File: src/rtl/chan_550_ser_di_ctrl.sv
// Serial-programming sequencer: turns a toggle-qualified command word into an
// MSB-first 3-wire transfer (sclk / sdata / one-hot latch enable) to one of four devices.
module chan_550_ser_di_ctrl #(
  parameter int DATA_W    = 24,
  parameter int CLK_DIV   = 4,
  parameter int LE_CYCLES = 2
) (
  input  logic        user_clk,
  input  logic        user_rst_n,
  input  logic [31:0] reg_data,
  output logic        sclk,
  output logic        sdata,
  output logic [3:0]  le,
  output logic [31:0] status_word
);

  localparam int SW = DATA_W + 3;
  localparam logic [4:0]  LAST_BIT = 5'(DATA_W - 1);
  localparam logic [15:0] DIV_LAST = 16'(CLK_DIV - 1);
  localparam logic [15:0] LE_LAST  = 16'(LE_CYCLES - 1);

  localparam logic [2:0] S_IDLE  = 3'd0;
  localparam logic [2:0] S_LOAD  = 3'd1;
  localparam logic [2:0] S_LO    = 3'd2;
  localparam logic [2:0] S_HI    = 3'd3;
  localparam logic [2:0] S_LATCH = 3'd4;
  localparam logic [2:0] S_GAP   = 3'd5;

  // Only the toggle, select and payload bits are carried through the two stages.
  logic [SW-1:0]     stage_a;
  logic [SW-1:0]     stage_b;
  logic              tog_ack;
  logic [DATA_W+1:0] pend_word;
  logic              pending;
  logic              overrun;
  logic [1:0]        cur_sel;
  logic [DATA_W-1:0] shreg;
  logic [DATA_W-1:0] shreg_sh;
  logic [4:0]        bit_cnt;
  logic [15:0]       tmr;
  logic [15:0]       done_cnt;
  logic [2:0]        state;
  logic [2:0]        state_next;
  logic              accept;
  logic              tmr_end;
  logic [DATA_W+1:0] in_word;
  logic              unused_bits;

  assign unused_bits = ^reg_data;
  assign accept   = (stage_a[SW-1] == stage_b[SW-1]) && (stage_b[SW-1] != tog_ack);
  assign in_word  = stage_b[SW-2:0];
  assign shreg_sh = shreg << 1;

  always_comb begin
    tmr_end = 1'b0;
    case (state)
      S_LO, S_HI: tmr_end = (tmr == DIV_LAST);
      S_LATCH:    tmr_end = (tmr == LE_LAST);
      default:    tmr_end = 1'b0;
    endcase
  end

  always_comb begin
    state_next = state;
    case (state)
      S_IDLE:  if (pending || accept) state_next = S_LOAD;
      S_LOAD:  state_next = S_LO;
      S_LO:    if (tmr_end) state_next = S_HI;
      S_HI:    if (tmr_end) state_next = (bit_cnt == 5'd0) ? S_LATCH : S_LO;
      S_LATCH: if (tmr_end) state_next = S_GAP;
      S_GAP:   state_next = S_IDLE;
      default: state_next = S_IDLE;
    endcase
  end

  always_ff @(posedge user_clk or negedge user_rst_n) begin
    if (!user_rst_n) begin
      stage_a   <= '0;
      stage_b   <= '0;
      tog_ack   <= 1'b0;
      pend_word <= '0;
      pending   <= 1'b0;
      overrun   <= 1'b0;
      cur_sel   <= 2'd0;
      shreg     <= '0;
      bit_cnt   <= 5'd0;
      tmr       <= 16'd0;
      done_cnt  <= 16'd0;
      state     <= S_IDLE;
      sclk      <= 1'b0;
      sdata     <= 1'b0;
      le        <= 4'd0;
    end else begin
      stage_a <= {reg_data[31], reg_data[29:28], reg_data[DATA_W-1:0]};
      stage_b <= stage_a;
      state   <= state_next;
      tmr     <= (state_next != state) ? 16'd0 : tmr + 16'd1;

      if (accept) tog_ack <= stage_b[SW-1];

      // A freed pending slot can take a request arriving on the same IDLE cycle.
      if (state == S_IDLE) begin
        if (pending) begin
          {cur_sel, shreg} <= pend_word;
          pending          <= accept;
          if (accept) pend_word <= in_word;
        end else if (accept) begin
          {cur_sel, shreg} <= in_word;
        end
      end else if (accept) begin
        if (pending) begin
          overrun <= 1'b1;
        end else begin
          pending   <= 1'b1;
          pend_word <= in_word;
        end
      end

      if (state == S_LOAD) begin
        sdata   <= shreg[DATA_W-1];
        bit_cnt <= LAST_BIT;
      end
      if (state == S_HI && tmr_end && bit_cnt != 5'd0) begin
        shreg   <= shreg_sh;
        sdata   <= shreg_sh[DATA_W-1];
        bit_cnt <= bit_cnt - 5'd1;
      end
      if (state_next == S_GAP) sdata <= 1'b0;

      // Outputs are registered from the next state so they line up with the state register.
      sclk <= (state_next == S_HI);
      le   <= (state_next == S_LATCH) ? 4'(4'b0001 << cur_sel) : 4'd0;

      if (state == S_GAP) done_cnt <= done_cnt + 16'd1;
    end
  end

  assign status_word = {done_cnt, 13'd0, overrun, pending, (state != S_IDLE)};

endmodule
File: config.mk
export PLATFORM = sky130hd
export DESIGN_NAME = chan_550_ser_di_ctrl
export DESIGN_NICKNAME = d
export VERILOG_FILES = /design/src/rtl/chan_550_ser_di_ctrl.sv
export SDC_FILE = /design/constraint.sdc
export NUM_CORES = 1
export LEC_CHECK = 0
export CORE_MARGIN = 5
export CORE_UTILIZATION = 25
export DETAILED_ROUTE_END_ITERATION = 6
export PLACE_DENSITY_LB_ADDON = 0.1
export SYNTH_ARGS = -nofsm -noshare
export SYNTH_HDL_FRONTEND = slang
export SYNTH_SLANG_ARGS = --single-unit
File: constraint.sdc
create_clock -name user_clk -period 6.07 [get_ports user_clk]
set_input_delay 0.9105 -clock user_clk [delete_from_list [all_inputs] [get_ports user_clk]]
set_output_delay 0.9105 -clock user_clk [all_outputs]
set_load 0.05 [all_outputs]
# After elaboration in Yosys (flattened, before gate mapping)
# Index checks and enable logic that the tools add are counted.
totals:
  out_inout_bits: 38
  word_cells: 82
  register_bits: 155
classes:
  mux: 28
  n_reduce_logical: 19
  shifts: 1
  eq_ne: 15
  n_addsub: 3
  bitwise_logic: 1
ops:
  columns: ["cell", "n"]
  rows:
  - ["2-to-1 mux 26 bit", 5]
  - ["2-to-1 mux 24 bit", 4]
  - ["adder 16 x 1 -> 16 bit (second input constant)", 2]
  - ["== test 16 x 1 -> 1 bit (second input constant)", 1]
  - ["== test 16 x 2 -> 1 bit (second input constant)", 1]
  - ["2-to-1 mux 16 bit", 1]
  - ["2-to-1 mux 3 bit", 5]
  - ["case mux 3 bit (5 select lines)", 1]
  - ["== test 3 bit (second input constant)", 4]
  - ["2-to-1 mux 5 bit", 2]
  - ["== test 3 x 2 -> 1 bit (second input constant)", 3]
  - ["nonzero test 3 bit", 3]
  - ["nonzero test 2 bit", 4]
  - ["2-to-1 mux 1 bit", 6]
  - ["AND reduction 3 bit", 2]
  - ["zero test 5 bit", 1]
  - ["nonzero test 5 bit", 1]
  - ["subtractor 5 x 1 -> 5 bit (second input constant)", 1]
  - ["2-to-1 mux 2 bit", 2]
  - ["2-to-1 mux 4 bit", 1]
  - ["AND reduction 2 bit", 2]
  - ["left shift 1 x 2 -> 4 bit (first input constant)", 1]
  - ["== test 3 x 1 -> 1 bit (second input constant)", 1]
  - ["logical AND 1 bit", 3]
  - ["10 further kinds", 10]

# Longest topological paths before layout
# Gate-level depths: netlist of the first run.
logic_depth:
  word_depth: 7
  depth_mapped: 9
  depth_no_buf: 6

# Worst setup path after synthesis of the first run
# No wires, ideal clock.
synth_timing:
  kind: "reg2reg"
  start: "reg state[0]"
  end: "reg pend_word[0]"
  n_path_buf: 3
  path_slack_ps: 3154
  arrival_ps: 2791
  setup_ps: 125
  period_less_slack_ps: 2916
  stages_incl_launch_ff: 9
  path_cell_list: "dfrtp_1 > buf_2 > nor3_1 > inv_2 > clkbuf_1 > ha_1 > nand2_1 > buf_2 > mux2_2"
synth_between:
  elab_chain_len: 3
  word_cells_on_any_way: 5
  classes_between: "eq/ne: 2; mux: 1; reduce/logical: 2"
synth_rtl:
  columns: ["item", "line", "source"]
  rows:
  - ["start: declaration", "42", "logic [2:0] state;"]
  - ["start signal: assignment", "96", "state <= state_next;"]
  - ["zero test 3 bit (*)", "102", "if (state == S_IDLE) begin"]
  - ["inequality test 2 x 1 -> 1 bit (no source line) / inequality test 2 bit (equally long branches)", null, null]
  - ["AND reduction 3 bit (no source line)", null, null]
  - ["end signal: assignment", "106", "if (accept) pend_word <= in_word;"]
  - ["end signal: assignment", "115", "pend_word <= in_word;"]
  - ["end: declaration", "33", "logic [DATA_W+1:0] pend_word;"]
# Mark *: on every way between the ends. The rest lies on a longest branch, timed or not.
# A chain may end at the register's enable or synchronous reset.

# Worst setup path after layout of the first run
layout_timing:
  start: "reg state[0]"
  end: "out status_word[0]"
layout_between:
  elab_chain_len: 1
layout_rtl:
  columns: ["item", "line", "source"]
  rows:
  - ["nonzero test 3 bit", "138", "assign status_word = {done_cnt, 13'd0, overrun, pending, (state != S_IDLE)};"]
  - ["end: declaration", "14", "output logic [31:0] status_word"]
# Every way passes these cells.

==> run summary, run 1 <==
The flow ran to the end, and the final reports show no timing, DRC or antenna violations. The setup total negative slack is 0 ps. The analysis attributes to cell leakage a power of 3.22 nW. Average vias per placed instance: 4.29.

Dividing the synthesized area by the synthesized cell count gives 12.6 µm². The most common flop cell mapped by yosys was sky130_fd_sc_hd__dfrtp_1. The post-detailed-route DRC marker count was 0; the number of cells produced by synthesis was 495. The final critical path time including I/O delays and setup works out to 3470 ps. Tracing the worst setup path back leads to its startpoint at state[0]. The initial antenna violation count was 0; the top fanout value on the critical path was 27.

The x dimension of the die was 168 µm. Traced cell by cell, the critical path runs through nor3_1, buf_4, inv_2, clkdlybuf4s50_1. The number of pins with negative max-slew slack in the final report is 0.

The H-tree generated during clock tree synthesis spans 4 levels. The via count was 3,778. For this run, the number of Yosys warnings is 0. The logs give 0 for the number of hold violations in the final report and 0 for the residual overflow from global routing. The worst clock skew came out at 6.46 ps. The tools report the area enclosed by the die boundary as 0.0283 mm².

STA classifies the critical path startpoint as a flip-flop. Routability-driven placement finished with a final weighted congestion of 0.732. The endpoint of the worst setup timing path was status_word[0].

The signed area change from the synthesized netlist to the final layout is 21.3%. The logs give 0 for the number of setup violations in the final report and 2560 ps for the arrival time at the worst endpoint. The root buffer cell chosen for the clock tree is sky130_fd_sc_hd__clkbuf_16. STA classifies the critical path endpoint as a primary output. Maximum clock frequency: 288 MHz. Counting flops with a built-in enable in the synthesized netlist gives 0. The area fraction in compound gates after synthesis works out to 0.0817.

The logs give 87 for the pin count of the biggest net entering global routing and 57 for the standard-cell row count. The fraction of layout instances using a drive strength above 1 was 0.126. The clock-pin transition on the worst setup and hold timing paths came out at 60 ps.

Once layout is done, the placed cells without fillers occupy 0.00758 mm². The worst register-to-register path has a setup slack of 3240 ps. The cell with the largest stage delay on the worst path is sky130_fd_sc_hd__clkdlybuf4s50_1. The number of cells on the critical path was 4. The kind of critical path was reg2out. Xor-xnor portion of the synthesized cell area: 0.0479. The initial core utilization is 0.255, and the number of filler cells placed in the layout is 2,470.

Hold repair after CTS inserted 0 buffers. The clock drives 155 sinks. The finished layout holds 881 standard cells, fillers aside. The post-synthesis cell type count came out at 53. The die outline height is 168 µm, and the maximum single-stage delay on the critical path is 910 ps. The post-route worst hold slack is 346 ps. The number of synthesized register bits is 155. Data required time of the critical path: 5160 ps.

The adder-cell share of the synthesized area is 0.00961, and the first-pass iteration count of the detailed router is 4. After synthesis, the largest family of logic cells by area is simple AND/OR/NAND/NOR gates. The source-to-sink clock delay at the later pin of the worst-skew pair is 420 ps. After the first detailed-routing iteration, the DRC count stood at 210. In this design, the largest share of critical-path delay is due to buffers and inverters. The instance count after placement with tap cells included came out at 849. The capturing point of the worst reg2reg path is shreg[16]. The path class of the tightest hold or removal check is reg2reg.

The first global-routing pass estimated 21.0 mm of wire. The run gives 0 as the antenna cell count. In this run the deepest clock path goes through 2 buffers.

The number of buffers and inverters on the critical path is 3. Fraction of the mapped netlist area in simple logic gates: 0.140. In the final routed layout, each cell accounts on average for 14.0 µm. The count of input and output buffers was 53. The via count of the first global-routing pass was 3,981; the standard cell area after detailed placement was 0.00699 mm². The post-detailed-placement half-perimeter wirelength is 7.59 mm.

The library cell used most frequently in the layout, excluding fill and tap cells, is sky130_fd_sc_hd__dfrtp_1. TritonCTS built the clock tree. Setup repair after global routing left no endpoint under its margin. The fraction of registers with async set/reset works out to 1.00. The number of nets in the layout came out at 582. Leaving out fill and tap cells, the most frequent cells in the layout are sky130_fd_sc_hd__dfrtp_1, sky130_fd_sc_hd__clkdlybuf4s50_1, sky130_fd_sc_hd__nand2_1, sky130_fd_sc_hd__nor2_1, sky130_fd_sc_hd__mux2_2. The slew at the pin with the worst max-slew slack was 1070 ps; the residual antenna-violating net count after detailed routing was 0. Multiplexer area fraction after synthesis: 0.0535. Dividing total power by cell area gives a power density of 390 mW/mm². The run gives 0.279 as the headroom to the max-slew limit. The summed instance area of the synthesized netlist came out at 0.00625 mm². For the total track usage, the log shows 0.0920. The final wirelength came out at 12.3 mm. After clock tree synthesis, the repair step resized 0 gates. The share of the yosys chip area belonging to registers came out at 0.621. The tools report the startpoint of the worst-slack reg-to-reg timing path as bit_cnt[0]. The run gives 0 as the count of maximum capacitance violations. In this run the count of I/O pins placed on the die edge is 72. The final period utilization is 0.571.

Counting the buffers created by CTS gives 17. For the overall power after layout, the log shows 2.96 mW. Measured in cells, the most critical reg-to-reg path has a length of 5. The worst-case vdd ir drop came out at 0.145 mV. The total setup buffers inserted after CTS is 0, and the placeable core region is 0.0245 mm².
metal layers:
| metal | up-vias | track usage | part of all wire |
|---|---|---|---|
| met5 | - | 0 | 0 |
| met4 | 0 | 0.0371 | 0.013 |
| li1 | 1828 | - | - |
| met2 | 75 | 0.142 | 0.46 |
| met3 | 9 | 0.0272 | 0.042 |
| met1 | 1866 | 0.122 | 0.49 |
state kept, by name, indices dropped and copies added (netlist names), 2 cells and up:
signal     cells
tmr           16
state          3
done_cnt      16
cur_sel        2
stage_a       27
stage_b       27
le             4
bit_cnt        5
shreg         24
pend_word     26
synth_stat cells, drive strengths merged (2+ instances only):
| cell | n | area, µm² |
|---|---|---|
| nand2 | 34 | 128 |
| clkbuf | 11 | 42.5 |
| nand4 | 9 | 56.3 |
| o21ai | 7 | 35.0 |
| nand3 | 15 | 75.1 |
| and3 | 5 | 31.3 |
| o22a | 3 | 26.3 |
| a31oi | 2 | 12.5 |
| nor4 | 4 | 40.0 |
| dfrtp | 155 | 3880 |
| nor2 | 30 | 115 |
| a21oi | 24 | 120 |
| nand2b | 3 | 18.8 |
| ha | 4 | 50.1 |
| nand4b | 2 | 17.5 |
| and4 | 5 | 43.8 |
| nor3b | 3 | 22.5 |
| mux2i | 3 | 30.0 |
| xnor2 | 22 | 193 |
| and3b | 2 | 17.5 |
| nor2b | 2 | 12.5 |
| a21o | 2 | 15.0 |
| a221o | 22 | 220 |
| nand3b | 23 | 173 |
| nor4b | 2 | 17.5 |
| xor2 | 10 | 106 |
| buf | 28 | 224 |
| inv | 6 | 22.5 |
| nor3 | 12 | 60.1 |
| or2 | 2 | 12.5 |
| mux2 | 27 | 304 |
| a22oi | 4 | 30.0 |
| and2 | 2 | 12.5 |
power by group:
group	leakage [nW]	internal [mW]	switching, mW
logic	1.01	0.256	0.245
clock network	0.280	0.619	0.431
registers	1.93	1.25	0.159
through the flow:
step | util | setup WS [ps]
floorplan | - | 3150
global placement | 0.286 | 3010
detailed placement | 0.286 | 2990
CTS | 0.310 | 2530
global route | 0.310 | 2400
finish | 0.310 | 2600
kinds of logic after synthesis:
family / Yosys count
buf+inv: 45
compound gates: 70
flops: 155
fa+ha+maj: 5
mux: 30
xor+xnor: 32
simple gates: 157
other cells: 1
worst min-delay path by stage:
| stage | start | endpoint | slack [ps] | cells past startpoint |
|---|---|---|---|---|
| global placement | stage_a[18] | stage_b[18] | 330 | 0 |
| detailed placement | stage_a[18] | stage_b[18] | 340 | 0 |
| floorplan | stage_a[0] | stage_b[0] | 330 | 0 |
| global route | stage_a[21] | stage_b[21] | 350 | 0 |
| finish | stage_a[21] | stage_b[21] | 350 | 0 |
| CTS | stage_a[18] | stage_b[18] | 350 | 0 |
area by class of cell:
| class | instances | area (µm²) | share of cell area |
|---|---|---|---|
| Sequential cell | 155 | 3880 | 0.512 |
| Multi-Input combinational cell | 307 | 2120 | 0.280 |
| Timing Repair Buffer | 57 | 562 | 0.0741 |
| Clock buffer | 19 | 443 | 0.0585 |
| Tap cell | 324 | 405 | 0.0535 |
| Clock inverter | 13 | 141 | 0.0187 |
| Inverter | 6 | 22.5 | 0.00297 |
Power figures use the tool's default switching activity.
==> run 2: changes to the inputs <==
==> constraint.sdc (replaced) <==
create_clock -name user_clk -period 3.3 [get_ports user_clk]
set_input_delay 0.495 -clock user_clk [delete_from_list [all_inputs] [get_ports user_clk]]
set_output_delay 0.495 -clock user_clk [all_outputs]
set_load 0.05 [all_outputs]
==> run summary, run 2 (synthesis results as in run 1) <==
Library cell used as clock root buffer: sky130_fd_sc_hd__clkbuf_16. The final critical path time including I/O delays and setup was 2820 ps; the number of nets in the layout was 590 (+1.4%). The average vias per placed instance is 4.33 (+1.0%), and the worst-case setup slack after placement is 825 ps (-2170 ps). The global placement routability congestion came out at 0.750 (+2.5%). The number of filler cells placed in the layout came out at 2,440 (-1.2%). The tools report the residual overflow from global routing as 0 (unchanged).

The number of setup violations in the final report came out at 0 (unchanged). The die outline height was 168 µm (unchanged). The logs give 3.30 nW (+2.5%) for the leakage power of the design and 0.457 (+0.178) for the headroom to the max-slew limit. The path category of the worst min-delay check is in2async.

The standard cell area after detailed placement is 0.00705 mm² (+0.86%). The signed area change from the synthesized netlist to the final layout was 23.6%; the maximum clock frequency was 355 MHz. The largest registers in the layout are stage_a: 27 flops, stage_b: 27 flops, pend_word: 26 flops. The launching element type of the critical path was a flip-flop.

For the count of maximum capacitance violations, the log shows 0 (unchanged). The worst register-to-register path ends at pend_word[25]. The clock sink count was 155 (unchanged); the initial DRC count was 155 (-26%). For the first-pass iteration count of the detailed router, the log shows 4 (unchanged).

The library cells used most frequently in the layout, excluding fill and tap cells, are sky130_fd_sc_hd__dfrtp_1, sky130_fd_sc_hd__clkdlybuf4s50_1, sky130_fd_sc_hd__nand2_1, sky130_fd_sc_hd__nor2_1, sky130_fd_sc_hd__mux2_2. The worst clock skew came out at 11.7 ps (+5.24 ps). The tools report the setup total negative slack as 0 ps (unchanged). The total power per unit cell area was 740 mW/mm² (+90%). The tools report the placeable core region as 0.0245 mm² (unchanged). The most common cell after layout, fill and taps aside was sky130_fd_sc_hd__dfrtp_1.

The final period utilization is 0.854. H-tree depth reported by CTS: 4 (unchanged). The wire length of the first global-routing pass is 20.5 mm (-2.3%). The instance count after placement with tap cells included is 857 (+0.94%), and the initial antenna violation count is 0 (unchanged). The logs give 108 ps (-238 ps) for the post-route worst hold slack and 889 (+0.91%) for the filler-free cell count of the finished design. Top fanout value on the critical path: 11 (-59%). The logs give 420 ps (about the same) for the source-to-sink clock delay at the later pin of the worst-skew pair and 0 (unchanged) for the antenna cell count. Via count of the first global-routing pass: 3,897 (-2.1%).

The worst setup slack after layout is 483 ps (-2120 ps), and the count of pins on the block boundary is 72 (unchanged). The average routed wire per standard cell works out to 13.7 µm (-2.2%). TritonCTS built the clock tree.

For the number of hold violations in the final report, the log shows 0 (unchanged). For the via count, the log shows 3,851 (+1.9%). The data required time of the critical path is 2800 ps (-2360 ps), and the length in cells of the worst reg-to-reg path is 7 (+2).

The total setup buffers inserted after CTS came out at 0 (unchanged). The worst setup path is captured at a primary output. The initial core utilization is 0.255 (unchanged). The run gives 0 (unchanged) as the number of pins with negative max-slew slack in the final report. Startpoint of the worst-slack reg-to-reg timing path: state[0]. The x dimension of the die works out to 168 µm (unchanged). The number of cells upsized or downsized after cts came out at 0 (unchanged). The run gives 57 (unchanged) as the standard-cell row count. Setup repair after global routing left no endpoint under its margin.

The count of input and output buffers is 53 (unchanged), and the fraction of layout instances using a drive strength above 1 is 0.138 (+0.0124). The post-detailed-route DRC marker count was 0 (unchanged). Arrival time at the worst endpoint: 2320 ps (-240 ps). The tools report the pin count of the biggest net entering global routing as 74 (-15%).

The critical path is of the reg2out type. For the clock buffer count from CTS, the log shows 17 (unchanged). The logs give 0 (unchanged) for the residual antenna-violating net count after detailed routing and 0.0283 mm² (unchanged) for the area enclosed by the die boundary.

The run finished with clean final reports. The worst reg-to-reg setup slack is 810 ps (-2430 ps). The final standard cell area without fillers was 0.00772 mm² (+1.9%). Final wirelength: 12.2 mm (-1.3%).

The slew at the pin with the worst max-slew slack works out to 808 ps (-259 ps). Total track usage: 0.0897 (-0.00232). The maximum clock insertion buffer count is 2 (unchanged). The post-detailed-placement half-perimeter wirelength came out at 7.83 mm (+3.2%). The clock-pin transition on the worst setup and hold timing paths works out to 60 ps (about the same).

Hold-fix buffer count after cts: 0 (unchanged). The tools report the worst-case vdd ir drop as 0.309 mV (+110%).
==> run 2: cell count changes in the layout (fill, tap and decap cells not counted) <==
cell,delta
sky130_fd_sc_hd__clkbuf_8,+1
sky130_fd_sc_hd__buf_4,+8
sky130_fd_sc_hd__inv_6,-1
sky130_fd_sc_hd__clkinv_4,+2
sky130_fd_sc_hd__clkinvlp_4,-2
sky130_fd_sc_hd__bufinv_16,+3
sky130_fd_sc_hd__clkinv_2,-3
==> run 2: worst max-delay path by stage <==
stage | startpoint | to | slack (ps) | cells past startpoint
2_1_floorplan | state[0] | pend_word[0] | 380 | 8
3_3_place_gp | state[0] | pend_word[6] | 860 | 7
3_5_place_dp | state[1] | pend_word[6] | 830 | 7
4_1_cts | state[0] | status_word[0] | 470 | 3
5_1_grt | state[0] | status_word[0] | 400 | 3
6_report | state[0] | status_word[0] | 480 | 3
==> run 2: critical path: stages (launching register included) <==
cell and delay, ps:
sky130_fd_sc_hd__dfrtp_1 490, sky130_fd_sc_hd__nor3_1 440, sky130_fd_sc_hd__inv_2 220, sky130_fd_sc_hd__clkdlybuf4s50_1 760
==> run 2: final cells by class <==
class	count	area [µm²]	share of cell area
sequential	155	3880	0.502
multi-input combinational	307	2120	0.275
timing repair buffer	65	622	0.0806
clock buffer	20	457	0.0592
tap	324	405	0.0525
clock inverter	12	210	0.0272
inverter	6	22.5	0.00292
==> run 2: per-layer routing <==
metal | routed length [µm] | vias up | part of all wire | track usage
met3 | 559 | 12 | 0.046 | 0.0272
li1 | - | 1841 | - | -
met5 | 0 | - | 0 | 0
met4 | 159 | 0 | 0.013 | 0.0296
met1 | 5730 | 1926 | 0.47 | 0.117
met2 | 5720 | 72 | 0.47 | 0.143
==> run 2: through the flow <==
step | utilization | total power, mW
final | 0.316 | 5.71
after detailed placement | 0.288 | 3.57
after CTS | 0.316 | 5.79
after global placement | 0.288 | 3.54
after global routing | 0.316 | 6.02
after floorplan | - | 3.32
==> run 2: where the power goes <==
group / internal [mW] / total, mW / switching (mW) / leakage (nW)
clock network: 1.39 / 2.19 / 0.797 / 0.321
logic: 0.481 / 0.933 / 0.453 / 1.05
registers: 2.30 / 2.59 / 0.292 / 1.93
total: 4.17 / 5.71 / 1.54 / 3.30
